--- src/rtl/shift_pkg.sv ---
// Shared types and constants for the multi-cycle shift sequencer.
package shift_pkg;

  localparam int unsigned DATA_W = 16;
  localparam int unsigned AMT_W  = 4;

  typedef enum logic [1:0] {
    SH_NONE = 2'b00,
    SH_LSL  = 2'b01,
    SH_LSR  = 2'b10,
    SH_ASR  = 2'b11
  } shift_op_t;

  typedef enum logic [1:0] {
    IDLE  = 2'b00,
    SHIFT = 2'b01,
    DONE  = 2'b10
  } seq_state_t;

endpackage

--- src/rtl/shift_sequencer_if.sv ---
// Request/result bundle between the datapath control FSM and the shift sequencer.
interface shift_sequencer_if;
  import shift_pkg::*;

  logic              start;
  logic [DATA_W-1:0] in;
  logic [1:0]        shift;
  logic [AMT_W-1:0]  amt;
  logic              busy;
  logic              done;
  logic [DATA_W-1:0] sout;

  // Requester side.
  modport master (
    output start, in, shift, amt,
    input  busy, done, sout
  );

  // Sequencer side.
  modport slave (
    input  start, in, shift, amt,
    output busy, done, sout
  );

endinterface

--- src/rtl/shifter.sv ---
// Single-step 16-bit shifter: none, shift left, logical right or arithmetic right by one.
module shifter
  import shift_pkg::*;
(
  input  logic [DATA_W-1:0] in,
  input  shift_op_t         shift,
  output logic [DATA_W-1:0] out
);

  // Select one of the four one-position shift results.
  always_comb begin
    out = in;
    case (shift)
      SH_NONE: out = in;
      SH_LSL:  out = {in[DATA_W-2:0], 1'b0};
      SH_LSR:  out = {1'b0, in[DATA_W-1:1]};
      SH_ASR:  out = {in[DATA_W-1], in[DATA_W-1:1]};
      default: out = in;
    endcase
  end

endmodule

--- src/rtl/shift_sequencer.sv ---
// Iterates the single-step shifter once per clock to realise 0-15 position shifts.
module shift_sequencer
  import shift_pkg::*;
(
  input  logic              clk,
  input  logic              reset,
  shift_sequencer_if.slave  bus
);

  seq_state_t        state_q, state_d;
  logic [DATA_W-1:0] sout_q, sout_d;
  logic [AMT_W-1:0]  cnt_q, cnt_d;
  shift_op_t         op_q, op_d;
  logic [DATA_W-1:0] step;
  logic              accept;

  shifter u_shifter (
    .in    (sout_q),
    .shift (op_q),
    .out   (step)
  );

  // A new request is taken only when not iterating; start during SHIFT is dropped.
  assign accept = ((state_q == IDLE) || (state_q == DONE)) && bus.start;

  // Next-state, capture and iteration logic.
  always_comb begin
    state_d = state_q;
    sout_d  = sout_q;
    cnt_d   = cnt_q;
    op_d    = op_q;
    case (state_q)
      IDLE, DONE: begin
        if (accept) begin
          sout_d = bus.in;
          cnt_d  = bus.amt;
          op_d   = shift_op_t'(bus.shift);
          // Zero distance or no-op finishes without iterating.
          if ((bus.amt == '0) || (shift_op_t'(bus.shift) == SH_NONE)) begin
            state_d = DONE;
          end else begin
            state_d = SHIFT;
          end
        end else begin
          state_d = IDLE;
        end
      end
      SHIFT: begin
        sout_d = step;
        cnt_d  = cnt_q - AMT_W'(1);
        // Exit on the last step so cnt never wraps.
        if (cnt_q == AMT_W'(1)) begin
          state_d = DONE;
        end
      end
      default: state_d = IDLE;
    endcase
  end

  // State and datapath registers with asynchronous reset.
  always_ff @(posedge clk or posedge reset) begin
    if (reset) begin
      state_q <= IDLE;
      sout_q  <= '0;
      cnt_q   <= '0;
      op_q    <= SH_NONE;
    end else begin
      state_q <= state_d;
      sout_q  <= sout_d;
      cnt_q   <= cnt_d;
      op_q    <= op_d;
    end
  end

  // Status outputs are pure decodes of the registered state.
  always_comb begin
    bus.busy = (state_q == SHIFT);
    bus.done = (state_q == DONE);
    bus.sout = sout_q;
  end

endmodule

--- src/flat_wrapper.sv ---
// flat-port wrapper written by rule: the top's interface ports become plain ports
module shift_sequencer_flat import shift_pkg::*;
  (clk, reset, bus_start, bus_in, bus_shift, bus_amt, bus_busy, bus_done, bus_sout);
  shift_sequencer_if bus_i ();
  input  logic clk;
  input  logic reset;
  input wire logic [$bits(bus_i.start)-1:0] bus_start;
  input wire logic [$bits(bus_i.in)-1:0] bus_in;
  input wire logic [$bits(bus_i.shift)-1:0] bus_shift;
  input wire logic [$bits(bus_i.amt)-1:0] bus_amt;
  output wire logic [$bits(bus_i.busy)-1:0] bus_busy;
  output wire logic [$bits(bus_i.done)-1:0] bus_done;
  output wire logic [$bits(bus_i.sout)-1:0] bus_sout;
  assign bus_i.start = bus_start;
  assign bus_i.in = bus_in;
  assign bus_i.shift = bus_shift;
  assign bus_i.amt = bus_amt;
  assign bus_busy = bus_i.busy;
  assign bus_done = bus_i.done;
  assign bus_sout = bus_i.sout;
  shift_sequencer u_core (.clk(clk), .reset(reset), .bus(bus_i));
endmodule
--- config.mk ---
export PLATFORM = sky130hd
export DESIGN_NAME = shift_sequencer_flat
export DESIGN_NICKNAME = d
export VERILOG_FILES = /design/src/rtl/shift_pkg.sv /design/src/rtl/shift_sequencer_if.sv /design/src/rtl/shifter.sv /design/src/rtl/shift_sequencer.sv /design/src/flat_wrapper.sv
export SDC_FILE = /design/constraint.sdc
export NUM_CORES = 1
export LEC_CHECK = 0
export CORE_MARGIN = 4
export CORE_UTILIZATION = 45
export CTS_CLUSTER_SIZE = 28
export DETAILED_ROUTE_END_ITERATION = 7
export GPL_TIMING_DRIVEN = 0
export PLACE_DENSITY = 0.77
export SETUP_SLACK_MARGIN = 0.5
export SLEW_MARGIN = 20
export SYNTH_ARGS = -nofsm -noshare
export SYNTH_HDL_FRONTEND = slang
export SYNTH_SLANG_ARGS = --single-unit
--- constraint.sdc ---
create_clock -name clk -period 1.86 [get_ports clk]
set_clock_uncertainty 0.05 [all_clocks]
set_input_delay 0.279 -clock clk [delete_from_list [all_inputs] [get_ports clk]]
set_output_delay 0.279 -clock clk [all_outputs]
set_load 0.01 [all_outputs]
After elaboration in Yosys (flattened, before gate mapping)
Index checks and enable logic that the tools add are counted.

Bits of input ports: 25. Output and inout bits: 18. Register bits: 24. Logic and storage cells: 38.

Reduce and logical (&&, ||, !) cells: 13. Multiplexer cells: 9. Eq/ne operators: 10. Add/subtract/negate cells: 1.

Operators with widths (number): case mux 16 bit (3 select lines) (1); case mux 16 bit (2 select lines) (1); 2-to-1 mux 16 bit (1); case mux 4 bit (2 select lines) (1); == test 2 bit, second input constant (3); zero test 2 bit (3); 2-to-1 mux 2 bit (3); == test 2 x 1 -> 1 bit, second input constant (2); == test 4 x 1 -> 1 bit, second input constant (1); zero test 4 bit (1); 2-to-1 mux 4 bit (1); != test 2 x 1 -> 1 bit, second input constant (2); != test 2 bit, second input constant (2); case mux 2 bit (2 select lines) (1); AND reduction 2 bit (2); AND reduction 4 bit (1); subtractor 4 x 1 -> 4 bit, second input constant (1); AND reduction 3 bit (1); logical OR 1 bit (2); nonzero test 2 bit (1); OR reduction 2 bit (1); logical AND 1 bit (1).

Longest topological paths before layout
Gate-level depths: netlist of the first run.

Depth in word-level cells: 5. Gate-level depth with buffers: 5. Mapped depth without buffers: 5.

Modules after synthesis
A second synthesis of the first run with hierarchy kept.

Cell total of the unflattened synthesis: 183. Area total of the unflattened synthesis: 1514.0 um2.

Modules (own cells, without submodules): shift_sequencer (seq. area each 600.6 um2, cells an instance 132, area each 1158.6 um2, times used 1); shifter (seq. area each 0.0 um2, cells an instance 51, area each 355.3 um2, times used 1).

Worst setup path after synthesis of the first run
OpenSTA, ideal clock, no wires.

Path type: reg2reg. Start: register u_core.op_q[0]. End: register u_core.sout_q[0] (netlist: u_core.bus.sout[0]). Buffers on the path: 1. Arrival: 1250 ps. Stages on the path, launching flop included: 5. Slack: 435 ps. Required time: 1685 ps. Clock period less this slack: 1425 ps. Setup time: 125 ps. Cell sequence: dfrtp_1 > buf_6 > or2_4 > a21oi_4 > mux2_2.

Cells in the longest elaborated chain, start to end: 3. Elaborated cells on any way between the ends: 8. Those cells by class: eq/ne: 4; mux: 2; reduce/logical: 2.

Ends and longest elaborated chain: start, declared (RTL line shift_sequencer.sv:13) `shift_op_t op_q, op_d;`; start signal, assigned (RTL line shift_sequencer.sv:71) `op_q <= op_d;`; == test 2 bit, or another cell as far along (RTL line shifter.sv:13) `case (shift)`; case mux 16 bit (3 select lines) / != test 2 bit (equally long branches); case mux 16 bit (2 select lines) / AND reduction 3 bit (equally long branches); end signal, assigned (RTL line shift_sequencer.sv:69) `sout_q <= sout_d;`; end, declared (RTL line shift_sequencer.sv:11) `logic [DATA_W-1:0] sout_q, sout_d;`.

Several ways; a longest one is shown, not always the timed one. A chain may end at the register's enable or synchronous reset.

Final worst setup path of the first run
Start: register u_core.state_q[0]. End: register u_core.sout_q[4] (netlist: u_core.bus.sout[4]).

Cells in the longest elaborated chain, start to end: 5. Elaborated cells on any way between the ends: 11. Those cells by class: eq/ne: 4; mux: 1; reduce/logical: 6.

Ends and longest elaborated chain: start, declared (RTL line shift_sequencer.sv:10) `seq_state_t state_q, state_d;`; start signal, assigned (RTL line shift_sequencer.sv:68) `state_q <= state_d;`; == test 2 bit / zero test 2 bit (equally long branches) (RTL line shift_sequencer.sv:24, shift_sequencer.sv:32); logical OR 1 bit (RTL line shift_sequencer.sv:24) `assign accept = ((state_q == IDLE) || (state_q == DONE)) && bus.start;`; logical AND 1 bit (RTL line shift_sequencer.sv:24); != test 2 x 1 -> 1 bit (no source line); AND reduction 3 bit (no source line).

Several ways; a longest one is shown, not always the timed one.

==> run metrics, run 1 <==
detailed-route via count=1,466; CTS max path bufs=2; crit path DAT=between 1.5 and 2 ns; flops & latches, synth=24; ANT cells=0; Seq/Total Area, Yosys=0.427; syn_area_per_cell=approximately 10 µm²; clock-pin slew on the worst setup and hold paths=approximately 0.14 ns; final RePlAce weighted congestion=between 0.8 and 0.9; Post-Syn Area=1410 µm²; drt total wl=approximately 4300 µm; dpl cells=between 200 and 250; gr usage total=0.204; ratio of final minimum period to clock period=0.848; DRT Pass-1 Iters=4; Initial Util=0.464; Die Ht=between 60 and 70 µm; storage element area=601 µm²; Min Hold Slack=about 0.38 ns; drt drc=0; Slew @ Worst Pin=0.917 ns; Die ar.=4080 µm²; Area after DPL=roughly 1900 µm²; Final ANT Viol Nets=0; Final Hold Vio Count=0; final setup TNS=0 ns; first-pass GRT wire length=roughly 6600 µm; most frequent cells in the layout=buf_4 (28), clkdlybuf4s50_1 (24), dfrtp_1 (24), nand2_1 (22); Via density=approximately 5.6; reg2reg start=u_core.state_q[0]; fin crit period=between 1.5 and 2 ns; post-DP HPWL=2590 µm; synthesized net count=165; largest net degree at the start of global routing=25; Final #Nets=~250; layout filler cell count=approximately 210; area occupied by multi-input gates=698 µm²; Setup WS post-layout=between 0.2 and 0.3 ns; Setup WS pre-CTS=approximately 0.043 ns; CP Class=reg2reg; synth warn=0; setup violators final=0; layout cells sized above 1=0.350; Rows=20; Critical R2R Capture=u_core.bus.sout[4]; RSZ-0062 raised after global routing=true; pwr dens=approximately 1800 nW/µm²; r2r worst-path depth=7; core area=3030 µm²; fin area=2250 µm²; die width=roughly 64 µm; MaxCap Viol Count=0; Synth top area share=0.427; CTS Buf Count=3; vias in the first global route=1,432; Distinct cells, synth=36; status=finished, final reports clean; Syn Inst Count=between 100 and 150; worst min-delay path class=in2async; Clock Latency Late Sink=0.33 ns; Avg WL per Cell=between 15 and 20 µm; largest area contributor in the netlist=dfrtp_1; CTS tree=done; Crit. End Element=register; CP startpoint kind=register; Required @ worst endpoint=2.04 ns; port buffer count=42; clock sink count=24; CP max FO=7; commonest non-fill, non-tap cell in the layout=buf_4; initial antenna violation count=0; Finished Layout Cells=264; max-slew violation count=0; fmax=roughly 0.63 GHz; Area Overhead vs Synth=59.8%; Rel. slew slack=0.388; reg-to-reg setup timing slack=0.28 ns; CTS root buf=clkbuf_4; H-tree levels=1; top post-synthesis cells by area=dfrtp_1 (43%), a221o_2 (9.6%), nand3b_1 (6.9%); I/O Pins=43; gr ovfl total=0; P_leak=roughly 1 nW; initial DRC count=between 100 and 150; maximum VDD drop=just under 900 µV
## state kept, by name, indices dropped and copies added (netlist names)
name,cells
u_core.bus.sout,16
u_core.cnt_q,4
u_core.op_q,2
u_core.state_q,2
## worst max-delay path by stage
stage / start / end / slack, ns / depth (start not counted)
after CTS: u_core.state_q[0] / u_core.bus.sout[4] / 0.27 / 7
after detailed placement: bus_start / u_core.bus.sout[4] / 0.04 / 6
after global placement: bus_start / u_core.bus.sout[11] / 0.09 / 6
final: u_core.state_q[0] / u_core.bus.sout[4] / 0.28 / 7
after floorplan: u_core.op_q[0] / u_core.bus.sout[0] / 0.48 / 4
after global routing: u_core.state_q[0] / u_core.bus.sout[6] / 0.24 / 7
## cell usage after synthesis
| library cell | n |
|---|---|
| o311ai_0 | 1 |
| nor3_1 | 4 |
| a221o_1 | 3 |
| a21oi_4 | 1 |
| ha_1 | 2 |
| inv_4 | 1 |
| a32o_1 | 1 |
| inv_1 | 5 |
| a211o_1 | 1 |
| clkbuf_1 | 1 |
| dfrtp_1 | 24 |
| buf_2 | 3 |
| or2_4 | 1 |
| buf_6 | 3 |
| a22o_2 | 1 |
| clkbuf_8 | 4 |
| mux2_2 | 1 |
| a211oi_1 | 1 |
| o211ai_1 | 1 |
| and3_2 | 1 |
| a21oi_1 | 13 |
| o32ai_1 | 1 |
| nand3_1 | 1 |
| o22ai_1 | 1 |
| nand2b_1 | 2 |
| or4_1 | 1 |
| xor2_1 | 1 |
| nor2b_1 | 2 |
| o21ai_0 | 1 |
| nor2_1 | 4 |
| nor3b_1 | 2 |
| nand3b_1 | 13 |
| mux2i_1 | 1 |
| a221o_2 | 12 |
| nand2_1 | 22 |
| nand2b_4 | 1 |
## area by class of cell
class	instances	area share
multi-input combinational	97	0.311
timing repair buffer	77	0.311
timing repair inverter	1	0.00279
buffer	11	0.0535
inverter	6	0.0134
sequential	24	0.267
tap	44	0.0245
clock buffer	4	0.0162
## worst max-delay path, cell delays in order (launching register included)
cell	delay (ns)
dfrtp_1	0.42
buf_6	0.13
buf_6	0.11
nor2b_4	0.10
buf_6	0.13
a21oi_4	0.06
buf_6	0.14
a221o_2	0.33
## report_power, final
| group | internal, mW | total [mW] | leakage, nW | switching (mW) |
|---|---|---|---|---|
| Clock | 0.120 | 0.291 | 0.0210 | 0.171 |
| Combinational | 1.50 | 2.73 | 0.693 | 1.23 |
| Sequential | 0.780 | 0.947 | 0.294 | 0.167 |
| Total | 2.40 | 3.97 | 1.01 | 1.56 |
## metal layers
layer  up-vias  global-route usage  share of wire
met5         -                   0              0
li1        677                   -              -
met1       717               0.257           0.43
met4         0              0.0782          0.015
met2        67               0.332           0.49
met3         5              0.0545          0.072
## stage by stage
step | utilization | power (mW)
2_1_floorplan | - | 2.31
3_3_place_gp | 0.622 | 2.97
3_5_place_dp | 0.622 | 3.04
4_1_cts | 0.701 | 3.64
5_1_grt | 0.742 | 4.22
6_report | 0.742 | 3.97
## cell families (layout without fill, tap and decap cells)
logic type / after synthesis / count (layout) / synth area share
mux: 2 / 2 / 0.0151
compound gates: 38 / 38 / 0.227
fa+ha+maj: 2 / 2 / 0.0178
buf+inv: 17 / 99 / 0.0944
xor+xnor: 1 / 1 / 0.00623
simple gates: 54 / 54 / 0.212
flops: 24 / 24 / 0.427
## repair_timing
| action | CTS | global route |
|---|---|---|
| buffers inserted | 22 | 11 |
| hold buffers | 0 | 0 |
| cloned | 2 | 1 |
| resized for setup | 33 | 29 |
| pin swaps | 9 | 6 |
| endpoints found under the setup margin | 33 | 38 |
Power figures use the tool's default switching activity.
==> run 2, diff against run 1 <==
Clock period 1.86 ns to 1.6 ns, I/O delays scaled along.
==> run metrics, run 2 (same netlist as run 1, synthesis figures left out) <==
CP Class=reg2reg; fin util=0.707; CP max FO=5; final RePlAce weighted congestion=0.818; Final #Nets=240; P_leak=around 0.97 nW; grt met1 use=0.287; clock-pin slew on the worst setup and hold paths=approximately 0.14 ns; I/O Pins=between 40 and 50; Required @ worst endpoint=about 1.8 ns; core area=roughly 3000 µm²; post-DP HPWL=about 2700 µm; first-pass GRT wire length=~7000 µm; Die Ht=63.9 µm; largest net degree at the start of global routing=25; CTS max path bufs=2; layer with the highest usage=met2; Crit. End Element=register; Die ar.=about 4100 µm²; CTS tree=done; pwr dens=between 2000 and 2500 nW/µm²; vias in the first global route=1,413; Rows=20; most frequent cells in the layout=buf_4 (24), clkdlybuf4s50_1 (24), dfrtp_1 (24), nand2_1 (22), buf_2 (20); RSZ-0062 raised after global routing=true; max reg flops=16; crit path DAT=roughly 1.7 ns; grt met3 use=0.0387; detailed-route via count=~1,400; drt drc=0; area occupied by multi-input gates=approximately 710 µm²; ratio of final minimum period to clock period=0.938; Setup WS post-layout=~0.1 ns; DRT Pass-1 Iters=4; setup violators final=0; MaxCap Viol Count=0; CTS Buf Count=3; Avg WL per Cell=16.6 µm; drt total wl=between 4000 and 5000 µm; Final ANT Viol Nets=0; Final Hold Vio Count=0; CTS root buf=clkbuf_4; storage element area=approximately 600 µm²; Finished Layout Cells=between 200 and 300; die width=roughly 64 µm; crit-path cells=buf_6 > nor2b_4 > buf_6 > a21oi_4 > buf_4 > a221o_2; reg-to-reg setup timing slack=between 0.09 and 0.1 ns; CP startpoint kind=register; critical path's most frequent cell=buf_6; met2 Use GR=0.366; dpl cells=roughly 220; clock sink count=24; initial DRC count=97; H-tree levels=1; fin area=2140 µm²; initial antenna violation count=0; layout cells sized above 1=0.406; Clock Latency Late Sink=about 0.33 ns; Area after DPL=approximately 1900 µm²; worst min-delay path class=in2async; fin crit period=around 1.5 ns; Area Overhead vs Synth=52.3%; max-slew violation count=0; fmax=roughly 0.67 GHz; Slew @ Worst Pin=around 0.55 ns; port buffer count=between 40 and 50; Initial Util=0.464; CP max stage cell=dfrtp_1; maximum VDD drop=1020 µV; layout filler cell count=between 200 and 250; gr usage total=0.217; Min Hold Slack=about 0.24 ns; gr ovfl total=0; Setup WS pre-CTS=-0.173 ns; CP peak stage delay=approximately 0.43 ns; Via density=roughly 5.5; status=finished, final reports clean; Rel. slew slack=0.634; ANT cells=0
[run 2: changes by cell type in the layout (fill, tap and decap cells not counted), sizes merged]
cell	delta
buf	+8
clkbuf	-2
clkdlybuf4s15	-13
clkinvlp	+1
inv	-2
[run 2: per-layer routing]
layer | part of all wire | vias up
met5 | 0 | -
met4 | 0.0064 | 0
met3 | 0.064 | 4
met2 | 0.50 | 54
met1 | 0.43 | 687
li1 | - | 652
[run 2: layout make-up]
type | instances | area share
timing repair buffer | 70 | 0.264
buffer | 11 | 0.0661
tap | 44 | 0.0257
sequential | 24 | 0.281
clock buffer | 4 | 0.0170
inverter | 6 | 0.0158
multi-input combinational | 97 | 0.331
[run 2: per-stage QoR]
step	TNS (ns)	power [mW]
2_1_floorplan	0	2.69
3_3_place_gp	-1.36	3.47
3_5_place_dp	-1.77	3.55
4_1_cts	0	4.35
5_1_grt	0	4.73
6_report	0	4.44
[run 2: worst paths after layout]
check | startpoint | cells after the start | to
worst max-delay path | u_core.state_q[0] | 6 | u_core.bus.sout[5]
worst min-delay path | reset | 2 | u_core.bus.sout[6]
worst max register to register | u_core.state_q[0] | 6 | u_core.bus.sout[5]
worst min register to register | u_core.cnt_q[2] | 1 | u_core.cnt_q[2]
max in group asynchronous | reset | 2 | u_core.bus.sout[14]
min in group clk | bus_shift[1] | 3 | u_core.op_q[1]
[run 2: what timing repair did]
action / CTS / global route
setup endpoints to repair: 42 / 66
resized for setup: 85 / 4
setup buffers: 26 / 0
cloned: 2 / 0
pin swaps: 4 / 1
hold buffers: 0 / 0
[run 2: worst max-delay path, delay by kind of cell (launching register included)]
kind,cells,cell delay [ns]
buffers and inverters,3,0.44
flip-flops,1,0.43
AND/OR/NAND/NOR,1,0.10
AO/OA/AOI/OAI,2,0.38
[run 2: report_power, final]
| group | leakage (nW) | internal, mW | switching, mW | total (mW) |
|---|---|---|---|---|
| clock network | 0.0210 | 0.139 | 0.201 | 0.341 |
| logic | 0.657 | 1.62 | 1.37 | 2.99 |
| registers | 0.294 | 0.906 | 0.196 | 1.10 |
